===== config.mk =====
export PLATFORM = sky130hd
export DESIGN_NAME = img_frame_tx
export DESIGN_NICKNAME = d
export VERILOG_FILES = /design/src/rtl/img_frame_tx.sv
export SDC_FILE = /design/constraint.sdc
export NUM_CORES = 1
export LEC_CHECK = 0
export BUFFER_PORTS_ARGS = -buffer_cell sky130_fd_sc_hd__buf_4
export CAP_MARGIN = 20
export CORE_MARGIN = 2
export CORE_UTILIZATION = 31
export CTS_BUF_LIST = sky130_fd_sc_hd__clkbuf_2 sky130_fd_sc_hd__clkbuf_4 sky130_fd_sc_hd__clkbuf_8
export DETAILED_ROUTE_END_ITERATION = 10
export PLACE_DENSITY = 0.55
export SYNTH_ARGS = -nofsm -noshare
export SYNTH_HDL_FRONTEND = slang
export SYNTH_SLANG_ARGS = --single-unit

===== constraint.sdc =====
create_clock -name sys_clk -period 2.67 [get_ports sys_clk]
set_input_delay 0.267 -clock sys_clk [delete_from_list [all_inputs] [get_ports sys_clk]]
set_output_delay 0.267 -clock sys_clk [all_outputs]
set_load 0.1 [all_outputs]

===== src/rtl/img_frame_tx.sv =====
// img_frame_tx
//   Streams one image frame out through uart_tx so the host can read back the
//   image buffer. The byte stream is one label byte, then IMG_W*IMG_H pixel
//   words of WORD_BYTES bytes each, least-significant byte first. Pixels are
//   scanned with x as the inner loop and y as the outer loop.
//
// Ports
//   sys_clk      system clock, rising edge
//   rst          asynchronous reset, active low
//   frame_start  one-cycle frame request, honoured only while idle
//   label        label byte, sampled when frame_start is accepted
//   busy         high from frame acceptance until the done pulse
//   done         one-cycle pulse after the last byte completes
//   mem_rd_en    image RAM read strobe
//   mem_addr     image RAM read address (y*IMG_W + x)
//   mem_rdata    image RAM read data, valid one cycle after mem_rd_en
//   tx_start     one-cycle start pulse to uart_tx
//   tx_data      byte to uart_tx, held until the byte completes
//   tx_ready     uart_tx idle flag
module img_frame_tx #(
    parameter int IMG_W      = 28,
    parameter int IMG_H      = 28,
    parameter int WORD_BYTES = 4,
    parameter int ADDR_W     = 10
) (
    input  logic                    sys_clk,
    input  logic                    rst,
    input  logic                    frame_start,
    input  logic [7:0]              label,
    output logic                    busy,
    output logic                    done,
    output logic                    mem_rd_en,
    output logic [ADDR_W-1:0]       mem_addr,
    input  logic [8*WORD_BYTES-1:0] mem_rdata,
    output logic                    tx_start,
    output logic [7:0]              tx_data,
    input  logic                    tx_ready
);

    localparam int XW = (IMG_W > 1) ? $clog2(IMG_W) : 1;
    localparam int YW = (IMG_H > 1) ? $clog2(IMG_H) : 1;
    localparam int BW = (WORD_BYTES > 1) ? $clog2(WORD_BYTES) : 1;

    localparam logic [XW-1:0] X_LAST = XW'(IMG_W - 1);
    localparam logic [YW-1:0] Y_LAST = YW'(IMG_H - 1);
    localparam logic [BW-1:0] B_LAST = BW'(WORD_BYTES - 1);

    typedef enum logic [3:0] {
        S_IDLE,
        S_SEND_LABEL,
        S_FETCH,
        S_RD_WAIT,
        S_LOAD,
        S_SEND_PIX,
        S_WAIT_BUSY,
        S_WAIT_IDLE,
        S_NEXT,
        S_DONE
    } state_t;

    state_t                       state;
    logic [XW-1:0]                x;
    logic [YW-1:0]                y;
    logic [BW-1:0]                byte_idx;
    logic [WORD_BYTES-1:0][7:0]   word;
    logic [7:0]                   label_q;
    // Remembers whether the outstanding byte is the label, so the shared
    // handshake states know where to go once the byte completes.
    logic                         in_label;
    logic [ADDR_W-1:0]            pix_addr;

    assign pix_addr = ADDR_W'(y) * ADDR_W'(IMG_W) + ADDR_W'(x);

    always_ff @(posedge sys_clk or negedge rst) begin
        if (!rst) begin
            state     <= S_IDLE;
            busy      <= 1'b0;
            done      <= 1'b0;
            tx_start  <= 1'b0;
            mem_rd_en <= 1'b0;
            tx_data   <= '0;
            mem_addr  <= '0;
            x         <= '0;
            y         <= '0;
            byte_idx  <= '0;
            word      <= '0;
            label_q   <= '0;
            in_label  <= 1'b0;
        end else begin
            // Strobes default low so each is a single-cycle pulse.
            tx_start  <= 1'b0;
            mem_rd_en <= 1'b0;
            done      <= 1'b0;

            case (state)
                S_IDLE: begin
                    if (frame_start) begin
                        label_q  <= label;
                        x        <= '0;
                        y        <= '0;
                        byte_idx <= '0;
                        busy     <= 1'b1;
                        state    <= S_SEND_LABEL;
                    end
                end

                S_SEND_LABEL: begin
                    if (tx_ready) begin
                        tx_data  <= label_q;
                        tx_start <= 1'b1;
                        in_label <= 1'b1;
                        state    <= S_WAIT_BUSY;
                    end
                end

                S_FETCH: begin
                    mem_rd_en <= 1'b1;
                    mem_addr  <= pix_addr;
                    state     <= S_RD_WAIT;
                end

                // The strobe is registered, so it is high during this cycle;
                // the RAM returns data in the following (LOAD) cycle.
                S_RD_WAIT: state <= S_LOAD;

                S_LOAD: begin
                    word     <= mem_rdata;
                    byte_idx <= '0;
                    state    <= S_SEND_PIX;
                end

                S_SEND_PIX: begin
                    if (tx_ready) begin
                        tx_data  <= word[byte_idx];
                        tx_start <= 1'b1;
                        in_label <= 1'b0;
                        state    <= S_WAIT_BUSY;
                    end
                end

                // Wait for uart_tx to acknowledge the start by dropping ready.
                S_WAIT_BUSY: begin
                    if (!tx_ready) state <= S_WAIT_IDLE;
                end

                S_WAIT_IDLE: begin
                    if (tx_ready) state <= in_label ? S_FETCH : S_NEXT;
                end

                S_NEXT: begin
                    if (byte_idx != B_LAST) begin
                        byte_idx <= byte_idx + 1'b1;
                        state    <= S_SEND_PIX;
                    end else if (x != X_LAST) begin
                        x        <= x + 1'b1;
                        byte_idx <= '0;
                        state    <= S_FETCH;
                    end else if (y != Y_LAST) begin
                        x        <= '0;
                        y        <= y + 1'b1;
                        byte_idx <= '0;
                        state    <= S_FETCH;
                    end else begin
                        state <= S_DONE;
                    end
                end

                S_DONE: begin
                    done  <= 1'b1;
                    busy  <= 1'b0;
                    state <= S_IDLE;
                end

                default: state <= S_IDLE;
            endcase
        end
    end

endmodule


; Word level (Yosys, flattened, before mapping)
; Cells that the tools add are included.
[op_classes]
mux = 37
n_eq_ne = 23
n_lt_le_gt_ge = 1
reduce_logical = 13
n_addsub = 4
mul = 1
[ops]
columns = cell, count
row1 = two-way mux 5 bit, 7
row2 = two-way mux 4 bit, 8
row3 = case mux 4 bit (8 select lines), 1
row4 = two-way mux 8 bit, 3
row5 = case mux 5 bit (2 select lines), 2
row6 = "!= test 2 bit, second input constant", 9
row7 = binary-select mux 8 bit (select 2 bit), 1
row8 = "== test 4 x 3 -> 1 bit, second input constant", 4
row9 = case mux 8 bit (2 select lines), 1
row10 = adder 10 x 5 -> 10 bit, 1
row11 = "adder 5 x 1 -> 5 bit, second input constant", 2
row12 = "!= test 5 bit, second input constant", 2
row13 = "== test 4 x 2 -> 1 bit, second input constant", 2
row14 = "== test 4 bit, second input constant", 2
row15 = "multiplier 5 x 3 -> 8 bit, second input constant", 1
row16 = two-way mux 2 bit, 4
row17 = AND reduction 4 bit, 2
row18 = two-way mux 1 bit, 7
row19 = case mux 2 bit (3 select lines), 1
row20 = AND reduction 3 bit, 2
row21 = nonzero test 2 bit, 3
row22 = AND reduction 5 bit, 1
row23 = "== test 4 x 1 -> 1 bit, second input constant", 1
row24 = zero test 4 bit, 1
row25 = other kinds (9), 11
[word_totals]
elab_cells = 95
reg_bits = 79

; Logic depth before layout (Yosys ltp)
; Gate-level depths: netlist of the first run.
[logic_depth]
ltp_word = 5
ltp_mapped = 9
mapped_depth_nobuf = 9

; Worst setup path after synthesis of the first run
; No wires, ideal clock.
[synth_path]
path_kind = register -> register
startpoint = register y[2]
endpoint = register mem_addr[9]
path_stages_with_launch = 10
slack_ns = 0.217
arrival_time_ns = 2.326
setup_ns = 0.127
cell_sequence = dfrtp_1 fa_1 ha_1 inv_1 fa_1 nand2b_1 a21oi_1 xor2_1 and4_1 o31ai_1
[synth_between]
elab_chain_len = 2
[synth_lines]
columns = item, line
row1 = start: declaration, 63  ; logic [YW-1:0] y;
row2 = start signal: assignment, 160  ; y <= y + 1'b1;
row3 = multiplier 5 x 3 -> 8 bit, 72  ; assign pix_addr = ADDR_W'(y) * ADDR_W'(IMG_W) + ADDR_W'(x);
row4 = adder 10 x 5 -> 10 bit, 72
row5 = end signal: assignment, 118  ; mem_addr <= pix_addr;
row6 = end: declaration, 33  ; output logic [ADDR_W-1:0] mem_addr,
; No other way between the ends.
; A chain may end at the register's enable or synchronous reset.

; Final worst setup path of the first run
; Same ends and word-level chain as after synthesis.

==> results of run 1 <==
## critical path: stages (launching register included)
cell and delay, ns:
dfrtp_2 0.46, buf_4 0.16, fa_1 0.47, ha_1 0.34, or2_2 0.30, a21o_1 0.20, and2_4 0.16, and4_1 0.17
o31ai_1 0.21
## logic make-up (layout without fill, tap and decap cells)
logic type | count (synthesis) | after routing
xor gates and xnor gates | 14 | 14
AOI/OAI and AO/OA | 59 | 59
and+or+nand+nor | 80 | 80
buffers and inverters | 29 | 105
muxes | 53 | 53
adders and majority gates | 21 | 21
DFF | 79 | 79
## flip-flops by register name, indices dropped and copies added (netlist names)
name / flops
state: 4
busy: 1
tx_start: 1
tx_data: 8
x: 5
mem_addr: 10
word: 32
in_label: 1
mem_rd_en: 1
label_q: 8
done: 1
byte_idx: 2
y: 5
## repair_timing
item | 4_1_cts | 5_1_grt
gates resized for setup | 0 | 3
hold buffers | 0 | 1
setup buffers | 0 | 3
endpoints found under the hold margin | 0 | 9
endpoints found under the setup margin | 0 | 3
## report_power, final
group | switching (mW) | internal (mW) | leakage, nW
logic | 1.68 | 0.994 | 1.18
clock network | 0.438 | 0.481 | 0.102
registers | 0.324 | 1.70 | 0.972
## how the worst max path moves through the flow
stage | start | endpoint | slack [ns] | depth (start not counted)
after detailed placement | y[2] | mem_addr[9] | 0.01 | 9
after global routing | y[1] | mem_addr[9] | 0.002 | 9
final | y[2] | mem_addr[9] | 0.11 | 8
after CTS | y[2] | mem_addr[9] | 0.005 | 9
after global placement | y[2] | mem_addr[9] | 0.12 | 9
after floorplan | y[2] | mem_addr[9] | 0.22 | 9
## final cells by class
class                   instances  area share
multi-input cells             227      0.3871
inverters                      12    0.009038
flip-flops and latches         79      0.3972
clock inverters                 4     0.01105
well taps                     172     0.04318
clock buffers                  11     0.03038
repair buffers                 78      0.1220
## routing by layer
| metal | up-vias | track usage |
|---|---|---|
| li1 | 1334 | - |
| met1 | 1330 | 0.1586 |
| met2 | 57 | 0.2023 |
| met3 | 8 | 0.05598 |
| met4 | 0 | 0.03389 |
| met5 | - | 0 |
## stage by stage
step | hold slack [ns] | std cells
detailed placement | 0.4731 | 563
floorplan | -0.02859 | 335
global route | 0.09830 | 583
global placement | 0.4654 | 563
CTS | 0.08880 | 578
finish | 0.1139 | 583
## cell usage after synthesis (6+ instances only)
cell,n,area (um2)
fa_1,6,120.1
mux2_2,43,484.2
o21ai_1,6,30.03
nor2_1,30,112.6
mux4_2,8,180.2
ha_1,15,187.7
dfrtp_1,79,1977
buf_4,6,45.04
nand2_1,18,67.56
inv_1,12,45.04
a21oi_1,13,65.06
xnor2_1,10,87.58
nand3_1,7,35.03
o22ai_1,9,56.30
==> results.md, run 1 <==
- Outcome: complete, no violations
- Final Worst Setup Slack: 0.1053 ns
- Clock Tree Buf Depth: 2
- Mean post-synth cell area: 12.09 um2
- Total I/O pin count: 66
- Most frequent cells in the layout: 77 x dfrtp_1, 76 x buf_4, 43 x mux2_2
- Post-synthesis mux area share: 0.1693
- Final period util: 0.9606
- M1 WL: 3644 um
- Number of diodes: 0
- DR DRC count: 0
- Vias: 2729
- DIE WIDTH: 118.3 um
- H-tree depth: 3
- Post-layout util: 0.3933
- Grt ovf: 0
- DIE AREA: 13990 um2
- Largest net degree at the start of global routing: 80
- Routed WL: 8257 um
- Commonest non-fill, non-tap cell in the layout: dfrtp_1
- Fin nets: 472
- Sum Neg Setup Slack: 0 ns
- Sequential Area: 1979 um2
- Clk slew on worst S/H paths: 0.08 ns
- Required time worst endpoint: 2.94 ns
- Post-Synth Simple-Gate Area: 0.1016
- Sink Count: 79
- Share of cells above drive strength 1: 0.3796
- Clk_lat worst skew: 0.36 ns
- Final Power: 5.616 mW
- Max-cap violations: 0
- R2r startpoint: y[2]
- Fillers: 1277
- Final ANT Viol Nets: 0
- Final Cell Area: 4984 um2
- Initial antenna violation count: 0
- First-pass GRT wire length: 14240 um
- Post-synthesis compound-gate area fraction: 0.09855
- Net count after synthesis: 400
- Area of the multi-input gates: 1929 um2
- Main synth FF type: dfrtp_1
- Actual slew at the worst max-slew pin: 0.5858 ns
- Placed Instance Area: 4712 um2
- Vias per inst: 4.681
- Final Hold Fails: 0
- Final setup viols: 0
- Crit path DAT: 2.83 ns
- Port Buf Inserts: 65
- Fraction of registers with async set/reset: 1.000
- Met2 Wirelength: 3944 um
- Mapped Area: 4050 um2
- Post-Synthesis Cells: 335
- Die Y: 118.3 um
- Min-Delay Endpoint: word[27]
- Final GP Congestion: 0.7989
- Adder-cell share of the synthesized area: 0.07600
- CORE AREA: 12670 um2
- Synth Area in XOR/XNOR: 0.03027
- Post-Place Worst Slack: 0.009965 ns
- TritonRoute pass-1 iters: 4
- CTS tree: built
- DRT iter0 DRCs: 111
- Peak supply drop: 574.4 uV
- Top Metal Used: met4
- Part of the Yosys area used for sequential elements: 0.4881
- DR WL met3: 584 um
- Post-synth EDFFs: 0
- Hold path start: mem_rdata[27]
- Number of synthesized register bits: 79
- Worst hold path class: input port to flop
- R2R setup slack: 0.11 ns
- Hold Path Stages: 2
- Startpoint types: flop
- Highest Clock Rate: 389.9 MHz
- Initial Util: 0.3196
- Crit path time final: 2.565 ns
- Worst slew margin: 0.6095
- Max Clock Skew: 0.01169 ns
- Area Growth Syn to Fin: 23.05%
- Syn. warnings: 0
- Leakage: 2.252 nW
- Root Driver: clkbuf_8
- Crit Path Max Fanout: 6
- CP endpoint kind: flop
- Worst Setup Path Type: flop to flop
- Inserted Clock Buffers: 9
- Largest family of logic cells by synthesized area: multiplexers
- Count of different cell masters after synthesis: 54
- R2R depth: 8
- Reg2reg end: mem_addr[9]
- DPL Wire Length: 5934 um
- RSZ-0062 raised after global routing: no
- Overall routing resource usage: 0.1276
- Wire per inst: 14.16 um
- Pins over their slew limit: 0
- Std-Cell Rows: 41
- Cell Pwr Density: 1127 nW/um2
- Number of global-route vias before repair: 2814
No activity file was read; power rests on OpenSTA's default activity.
==> run 2: changes to the inputs <==
Settings changed: PLACE_DENSITY 0.55 to 0.54.
==> results.md, run 2 (synthesis results as in run 1) <==
- First-pass GRT wire length: 14340 um
- DIE WIDTH: 118.3 um
- DPL Wire Length: 5940 um
- CTS tree: built
- Final period util: 0.9505
- Max-cap violations: 0
- Cell Pwr Density: 1140 nW/um2
- R2R setup slack: 0.13 ns
- Sequential share of power: 0.357
- Commonest non-fill, non-tap cell in the layout: dfrtp_1
- Crit path max-delay cell type: dfrtp_2
- Grt ovf: 0
- Top Registers: word x32, mem_addr x10
- Most frequent cells in the layout: 77 x dfrtp_1, 75 x buf_4, 43 x mux2_2
- Highest Clock Rate: 394.0 MHz
- H-tree depth: 3
- Hold Path Stages: 2
- Number of diodes: 0
- TritonRoute pass-1 iters: 4
- R2r startpoint: y[2]
- Placed Instance Area: 4705 um2
- Switch Pwr: 2.476 mW
- Critical-path cell list: buf_4 -> fa_1 -> ha_1 -> or2_2 -> a21o_1 -> and2_4 -> and4_1 -> o31ai_1
- Sum Neg Setup Slack: 0 ns
- Initial antenna violation count: 0
- Clk slew on worst S/H paths: 0.08 ns
- DRT iter0 DRCs: 65
- Number of global-route vias before repair: 2914
- Area Growth Syn to Fin: 23.45%
- Inserted Clock Buffers: 9
- Final GP Congestion: 0.8218
- Max Clock Skew: 0.009922 ns
- Actual slew at the worst max-slew pin: 0.5923 ns
- Comb power frac: 0.472
- Wire per inst: 14.47 um
- Std-Cell Rows: 41
- Worst slew margin: 0.6051
- Worst hold path class: input port to flop
- Total I/O pin count: 66
- DR DRC count: 0
- R2R depth: 8
- Startpoint types: flop
- Clock Power Share: 0.172
- Crit path time final: 2.538 ns
- Share of cells above drive strength 1: 0.3854
- Final ANT Viol Nets: 0
- CP endpoint kind: flop
- Worst Setup Path Type: flop to flop
- Overall routing resource usage: 0.1271
- Outcome: complete, no violations
- Internal Power: 3.224 mW
- Initial Util: 0.3196
- Final Cell Area: 5000 um2
- Final hold slack: 0.1361 ns
- Largest register FFs: 32
- Largest net degree at the start of global routing: 80
- Pins over their slew limit: 0
- Sink Count: 79
- Hold path start: mem_rdata[27]
- Fin nets: 471
- Post-Place Worst Slack: 0.06480 ns
- Clk_lat worst skew: 0.35 ns
- Port Buf Inserts: 65
- Required time worst endpoint: 2.93 ns
- Crit Path Max Fanout: 6
- Leakage: 2.254 nW
- Crit path DAT: 2.80 ns
- CORE AREA: 12670 um2
- Final setup viols: 0
- Root Driver: clkbuf_8
- Vias per inst: 4.765
- Clock Tree Buf Depth: 2
- Crit path largest cell delay: 0.46 ns
- Final Hold Fails: 0
- Switching share of power: 0.4344
- Most flops, register: word
- Reg2reg end: mem_addr[9]
- Final Worst Setup Slack: 0.1322 ns
- Vias: 2773
- Die Y: 118.3 um
- Peak supply drop: 487.2 uV
- Min-Delay Endpoint: word[27]
- DIE AREA: 13990 um2
- Routed WL: 8419 um
run 2: repair_timing:
action / 4_1_cts / 5_1_grt
gates resized for setup: 0 / 6
buffers inserted: 0 / 3
endpoints found under the setup margin: 0 / 3
hold buffers: 0 / 1
hold endpoints to repair: 0 / 14
run 2: worst max-delay path by stage:
stage / slack [ns] / startpoint / cells after the start / end
2_1_floorplan: 0.22 / y[2] / 9 / mem_addr[9]
3_3_place_gp: 0.11 / y[2] / 9 / mem_addr[9]
3_5_place_dp: 0.06 / y[2] / 8 / mem_addr[9]
4_1_cts: 0.009 / y[2] / 8 / mem_addr[9]
5_1_grt: -0.02 / y[1] / 9 / mem_addr[9]
6_report: 0.13 / y[2] / 8 / mem_addr[9]
run 2: layer usage:
metal  up-vias  share of wire  track usage
met2        65           0.45       0.2009
met5         -              0            0
met4         0          0.011      0.03389
met3         9          0.064      0.04488
met1      1364           0.47       0.1655
li1       1335              -            -
run 2: power by group through the flow:
| stage | Sequential (mW) | Combinational [mW] | Clock (mW) |
|---|---|---|---|
| floorplan | 2.87 | 1.32 | 0 |
| global placement | 2.04 | 2.67 | 0 |
| detailed placement | 2.06 | 2.70 | 0 |
| CTS | 2.03 | 2.71 | 1.01 |
| global route | 2.10 | 2.88 | 1.07 |
| finish | 2.03 | 2.69 | 0.978 |
run 2: critical path, delay by kind of cell (launching register included):
family                     cells  cell delay (ns)
buffers and inverters          1             0.16
AOI/OAI and AO/OA              2             0.38
and+or+nand+nor                3             0.63
adders and majority gates      2             0.81
DFF                            1             0.46
run 2: area by class of cell:
| cell class | instances | area, um2 |
|---|---|---|
| tap | 172 | 215.2 |
| clock inverter | 5 | 82.58 |
| sequential | 79 | 1979 |
| inverter | 12 | 45.04 |
| multi-input combinational | 227 | 1946 |
| timing repair buffer | 77 | 600.6 |
| clock buffer | 10 | 131.4 |
| fill | 1264 | 7671 |
run 2: through the flow:
stage                     std cells  power, mW    util
after global placement          562      4.701  0.3713
final                           582      5.701  0.3946
after global routing            582      6.059  0.3946
after floorplan                 335      4.189       -
after CTS                       577      5.753  0.3882
after detailed placement        562      4.758  0.3713
